$ cat config.mk
export PLATFORM = sky130hd
export DESIGN_NAME = oven_ctrl_fsm
export DESIGN_NICKNAME = d
export VERILOG_FILES = /design/src/rtl/oven_ctrl_fsm.sv
export SDC_FILE = /design/constraint.sdc
export NUM_CORES = 1
export LEC_CHECK = 0
export ABC_AREA = 1
export BUFFER_PORTS_ARGS = -buffer_cell sky130_fd_sc_hd__buf_4
export CAP_MARGIN = 5
export CORE_AREA = 10 10 62 59
export DETAILED_ROUTE_END_ITERATION = 12
export DIE_AREA = 0 0 72 69
export PLACE_DENSITY = 0.64
export SYNTH_ARGS = -nofsm -noshare
export SYNTH_HDL_FRONTEND = slang
export SYNTH_SLANG_ARGS = --single-unit
$ cat constraint.sdc
create_clock -name clk -period 1.8 [get_ports clk]
set_input_delay 0.09 -clock clk [delete_from_list [all_inputs] [get_ports clk]]
set_output_delay 0.09 -clock clk [all_outputs]
set_load 0.01 [all_outputs]
$ cat src/rtl/oven_ctrl_fsm.sv
// oven_ctrl_fsm
//   Control stage directly downstream of the countdown timer. Conditions the
//   start/stop buttons and the door sensor, sequences IDLE/COOK/PAUSE/DONE,
//   drives the timer count enable (mag_on) and its synchronous clear, and
//   produces a fixed-length done alert.
//
// Parameters
//   BEEP_CYCLES : cycles done_beep stays high in DONE (1..255)
//   CNT_W       : beep counter width, 2**CNT_W > BEEP_CYCLES
//
// Ports
//   clk         in   system clock, rising edge
//   clrn        in   synchronous active-low reset
//   startn      in   start button, active-low, asynchronous
//   stopn       in   stop/cancel button, active-low, asynchronous
//   door_closed in   door sensor, 1 = closed, asynchronous
//   timer_zero  in   timer count is 0:00 (same clock domain)
//   mag_on      out  magnetron on / timer count enable
//   timer_clrn  out  one-cycle active-low timer clear
//   load_ok     out  keypad may load the timer (IDLE only)
//   done_beep   out  done alert
//   state       out  IDLE=00 COOK=01 PAUSE=10 DONE=11
module oven_ctrl_fsm #(
   parameter int unsigned BEEP_CYCLES = 8,
   parameter int unsigned CNT_W       = 8
) (
   input  logic       clk,
   input  logic       clrn,
   input  logic       startn,
   input  logic       stopn,
   input  logic       door_closed,
   input  logic       timer_zero,
   output logic       mag_on,
   output logic       timer_clrn,
   output logic       load_ok,
   output logic       done_beep,
   output logic [1:0] state
);

   typedef enum logic [1:0] {
      IDLE  = 2'b00,
      COOK  = 2'b01,
      PAUSE = 2'b10,
      DONE  = 2'b11
   } state_t;

   localparam logic [CNT_W-1:0] BEEP_LOAD = CNT_W'(BEEP_CYCLES);
   localparam logic [CNT_W-1:0] CNT_ONE   = CNT_W'(1);

   state_t           st, st_nxt;
   logic [CNT_W-1:0] beep_cnt, cnt_nxt;
   logic             clr_nxt;

   logic start_s1, start_s2, start_s3;
   logic stop_s1,  stop_s2,  stop_s3;
   logic door_s1,  door_s2;
   logic start_ev, stop_ev;

   // Buttons reset to "released" so reset itself cannot look like a press;
   // the door resets to "open" so nothing can cook until it is seen closed.
   always_ff @(posedge clk) begin
      if (!clrn) begin
         start_s1 <= 1'b1;
         start_s2 <= 1'b1;
         start_s3 <= 1'b1;
         stop_s1  <= 1'b1;
         stop_s2  <= 1'b1;
         stop_s3  <= 1'b1;
         door_s1  <= 1'b0;
         door_s2  <= 1'b0;
      end else begin
         start_s1 <= startn;
         start_s2 <= start_s1;
         start_s3 <= start_s2;
         stop_s1  <= stopn;
         stop_s2  <= stop_s1;
         stop_s3  <= stop_s2;
         door_s1  <= door_closed;
         door_s2  <= door_s1;
      end
   end

   // Falling-edge detect: one pulse per press, a held button is silent.
   assign start_ev = start_s3 & ~start_s2;
   assign stop_ev  = stop_s3  & ~stop_s2;

   always_comb begin
      st_nxt  = st;
      cnt_nxt = beep_cnt;
      clr_nxt = 1'b0;
      case (st)
         IDLE: begin
            if (stop_ev)
               clr_nxt = 1'b1;
            else if (start_ev && door_s2 && !timer_zero)
               st_nxt = COOK;
         end
         COOK: begin
            // Expiry beats door/stop so the alert is never lost.
            if (timer_zero) begin
               st_nxt  = DONE;
               cnt_nxt = BEEP_LOAD;
            end else if (!door_s2 || stop_ev) begin
               st_nxt = PAUSE;
            end
         end
         PAUSE: begin
            if (stop_ev) begin
               st_nxt  = IDLE;
               clr_nxt = 1'b1;
            end else if (timer_zero) begin
               st_nxt = IDLE;
            end else if (start_ev && door_s2) begin
               st_nxt = COOK;
            end
         end
         DONE: begin
            // <= 1 rather than == 1 so a zero count can never strand us here.
            if (stop_ev || beep_cnt <= CNT_ONE) begin
               st_nxt  = IDLE;
               cnt_nxt = '0;
            end else begin
               cnt_nxt = beep_cnt - CNT_ONE;
            end
         end
         default: st_nxt = IDLE;
      endcase
   end

   // Outputs are registered from the next state so they switch on the same
   // edge as the state register, with no path from the raw inputs.
   always_ff @(posedge clk) begin
      if (!clrn) begin
         st         <= IDLE;
         beep_cnt   <= '0;
         mag_on     <= 1'b0;
         timer_clrn <= 1'b1;
         load_ok    <= 1'b1;
         done_beep  <= 1'b0;
      end else begin
         st         <= st_nxt;
         beep_cnt   <= cnt_nxt;
         mag_on     <= (st_nxt == COOK);
         timer_clrn <= ~clr_nxt;
         load_ok    <= (st_nxt == IDLE);
         done_beep  <= (st_nxt == DONE);
      end
   end

   assign state = st;

endmodule

==> run_results.csv <==
group,metric,value,unit
placed_design,placedInstanceArea,1090,sq um
synth,synth_seq_area_share,45.2,%
sta,worst_hold_slack,0.0143,ns
critical_path,timing_worst_setup_path_type,"reg2reg",
clock_network,cts.sinks,22,
critical_path,cpLargestDelayFamily,"simple AND/OR/NAND/NOR gates",
power_and_ir_drop,p_sw_share,21.9,%
floorplanning,die-area,4970,sq um
clock_network,postCtsSetupBuffers,0,
global_route,antenna_found_initial,0,
power_and_ir_drop,fin_total_pwr,0.817,mW
critical_path,cp_data_arrival_time,1.64,ns
floorplanning,fp.coreArea,2380,sq um
clock_network,cts-htree-levels,1,
global_route,global_router_s_overall_resource_usage,8.37,%
floorplanning,top_level_ports,12,
global_route,grt_pass1_vias,786,
route,postRouteWirelength,1930,um
clock_network,tritoncts,"built",
synth,syn-cell-area,975,sq um
synth,synth.top_cells.by_area,"sky130_fd_sc_hd__dfxtp_1 (45%), sky130_fd_sc_hd__nand2_1 (8.1%), sky130_fd_sc_hd__nor2_1 (7.3%), sky130_fd_sc_hd__inv_1 (6.5%), sky130_fd_sc_hd__xor2_1 (4.5%)",
critical_path,crit_slowest_cell,"sky130_fd_sc_hd__dfxtp_1",
power_and_ir_drop,power_switching,0.179,mW
clock_network,cts_max_path_buffers,2,
sta,finalCritPeriodShare,77.3,%
clock_network,cts_buffers,3,
critical_path,worstPathCellList,"inv_1 -> ha_1 -> nor2_1 -> nor2_1 -> nand2_2 -> nand3_4 -> nand2_2 -> nand2_2 -> nor2_1",
global_route,grt.overflow.total,0,
status,run_status,"completed",
route,route.detailed.drc,0,
critical_path,ff2ff_setup_slack,0.41,ns
route,detail_route.vias_per_cell,4.59,
synth,postSynthAreaPerCell,7.67,sq um
power_and_ir_drop,clock_power_share,34.4,%
placed_design,dp_slack,0.436,ns
synth,synth-seq-cells,22,
hold_path,hold_wc_path_type,"in2reg",
clock_network,clkLatencyLatePin,0.31,ns
floorplanning,die_w,72,um
cells_and_area,num-nets-final,153,
clock_network,cts_resized,0,
cells_and_area,seqCellArea,440,sq um
clock_network,worst_setup_hold_path_clk_slew,0.13,ns
cells_and_area,stdcell_area,1150,sq um
power_and_ir_drop,power.density,708,nW/um^2
power_and_ir_drop,relative_contribution_of_combinational_cells_to_total_power,4.6,%
cells_and_area,drive_gt1_share,27.8,%
sta,worst_case_headroom_to_the_max_slew_limit,79.4,%
sta,fin_ws,0.408,ns
global_route,first_pass_grt_wire_length,3470,um
critical_path,cp.buffers_inverters,1,
critical_path,timing.critical_path.required,2.05,ns
cells_and_area,area_of_the_multi_input_gates,439,sq um
route,drt_pass1_iterations,4,
placed_design,place_hpwl,1420,um
critical_path,critPathLaunchType,"flop",
power_and_ir_drop,register_share_of_total_power,61.0,%
sta,post-route-min-period,1.39,ns
critical_path,critical_path.max_fanout,5,
cells_and_area,syn2layout_area_growth,18.4,%
global_route,maximum_number_of_pins_on_one_net_before_global_route_repair,13,
sta,finalSetupTns,0,ns
power_and_ir_drop,power.leakage,0.594,nW
sta,maximum_frequency_from_static_timing_analysis,719,MHz
synth,synth_top_area_cell,"sky130_fd_sc_hd__dfxtp_1",
clock_network,cts_hold_repair.buffers,3,
synth,cells_after_synth,127,
floorplanning,core.rowCount,17,
cells_and_area,fillers,262,
sta,tightestPinTransition,0.310,ns
critical_path,timing.critical_path.slowest_cell_delay,0.36,ns
route,avgRoutedWirePerCell,11.2,um
cells_and_area,finalCoreUtilization,48.4,%
cells_and_area,n_antenna_cell,0,
sta,drv_slew,0,
floorplanning,initial_utilization,40.9,%
cells_and_area,finalNonFillerCells,172,
floorplanning,die_height,69,um
route,initialDrtViolationCount,26,
clock_network,root_buffer,"sky130_fd_sc_hd__clkbuf_4",
synth,ys.warnings.count,0,
power_and_ir_drop,intPower,0.638,mW
route,postRouteAntennaNets,0,
sta,report.final.setup_viol,0,
sta,timing_hold_violations_final,0,
job,maxCapViolCount,0,
synth,synth.net_count,135,
sta,worst_clock_skew,0.00436,ns
sta,rsz_0062_raised_after_global_routing,"false",
placed_design,final_weighted_congestion_in_routability_driven_placement,0.874,
route,vias,790,
placed_design,port_buffers,11,
placed_design,dpl.cell_count,165,
synth,post_synth_num_cell_types,21,
synth,yosysTopAreaCellShare,45.2,%
critical_path,sort_of_element_at_the_end_of_the_critical_path,"flop",
power_and_ir_drop,power.ir.vdd_worst,0.439,mV
==> cell usage after synthesis <==
master,number
sky130_fd_sc_hd__o21ai_0,1
sky130_fd_sc_hd__dfxtp_1,22
sky130_fd_sc_hd__nand2_4,1
sky130_fd_sc_hd__nand2_2,6
sky130_fd_sc_hd__nand2_1,21
sky130_fd_sc_hd__buf_2,1
sky130_fd_sc_hd__a21oi_1,3
sky130_fd_sc_hd__or2_2,5
sky130_fd_sc_hd__inv_1,17
sky130_fd_sc_hd__nor3_1,1
sky130_fd_sc_hd__inv_2,7
sky130_fd_sc_hd__nor2_1,19
sky130_fd_sc_hd__o21ai_2,1
sky130_fd_sc_hd__ha_1,2
sky130_fd_sc_hd__nand4_1,4
sky130_fd_sc_hd__nand3_1,4
sky130_fd_sc_hd__nand3_4,1
sky130_fd_sc_hd__nand3_2,1
sky130_fd_sc_hd__o21a_1,2
sky130_fd_sc_hd__xor2_1,5
sky130_fd_sc_hd__nor2_2,3
==> final cells by class <==
class                   instances  share of cell area [%]
clock buffers                   4                    3.15
repair buffers                 14                    9.76
multi-input cells              80                    38.1
well taps                      28                    3.04
inverters                      24                    7.81
flip-flops and latches         22                    38.2
==> layout by cell type (no fill, tap or decap), types with 2 or more instances in the layout <==
cell type,instances
sky130_fd_sc_hd__nor2_2,3
sky130_fd_sc_hd__dfxtp_1,22
sky130_fd_sc_hd__clkbuf_4,3
sky130_fd_sc_hd__a21oi_1,3
sky130_fd_sc_hd__inv_1,17
sky130_fd_sc_hd__nand4_1,4
sky130_fd_sc_hd__nor2_1,19
sky130_fd_sc_hd__or2_2,5
sky130_fd_sc_hd__xor2_1,5
sky130_fd_sc_hd__nand2_2,6
sky130_fd_sc_hd__ha_1,2
sky130_fd_sc_hd__o21a_1,2
sky130_fd_sc_hd__nand2_1,21
sky130_fd_sc_hd__inv_2,7
sky130_fd_sc_hd__buf_4,11
sky130_fd_sc_hd__nand3_1,4
sky130_fd_sc_hd__dlygate4sd3_1,3
==> per-layer routing <==
metal	track usage, %	share of wire, %	wire [um]	vias to the layer above
li1	-	-	-	416
met1	9.29	44	847	352
met2	13.3	48	925	18
met3	3.57	7.0	135	4
met4	3.84	1.2	24	0
met5	0	0	0	-
==> final timing paths <==
| kind | startpoint | endpoint | cells after the start |
|---|---|---|---|
| hold reg to reg | stop_s1 | stop_s2 | 1 |
| hold / removal | clrn | stop_s3 | 2 |
| setup / recovery | beep_cnt[0] | beep_cnt[2] | 9 |
| setup reg to reg | beep_cnt[0] | beep_cnt[2] | 9 |
==> state kept, by name (all words and copies together), names as in the netlist <==
signal and count:
timer_clrn 1, state 2, load_ok 1, door_s2 1
mag_on 1, start_s3 1, stop_s3 1, door_s1 1
done_beep 1, stop_s1 1, beep_cnt 8, start_s1 1
start_s2 1, stop_s2 1
==> cell families after synthesis <==
| kind of cell | Yosys count | synth area share (%) |
|---|---|---|
| compound gates | 7 | 4.49 |
| xor+xnor | 5 | 4.49 |
| fa+ha+maj | 2 | 2.57 |
| buf+inv | 25 | 9.76 |
| flops | 22 | 45.2 |
| simple gates | 66 | 33.5 |
==> power by group through the flow <==
| stage | combinational (mW) | sequential (mW) | clock [mW] |
|---|---|---|---|
| after floorplan | 0.0191 | 0.509 | 0 |
| after global placement | 0.0319 | 0.509 | 0 |
| after detailed placement | 0.0327 | 0.510 | 0 |
| after CTS | 0.0381 | 0.499 | 0.284 |
| after global routing | 0.0428 | 0.500 | 0.313 |
| final | 0.0376 | 0.499 | 0.281 |
No activity file was read; power rests on OpenSTA's default activity.
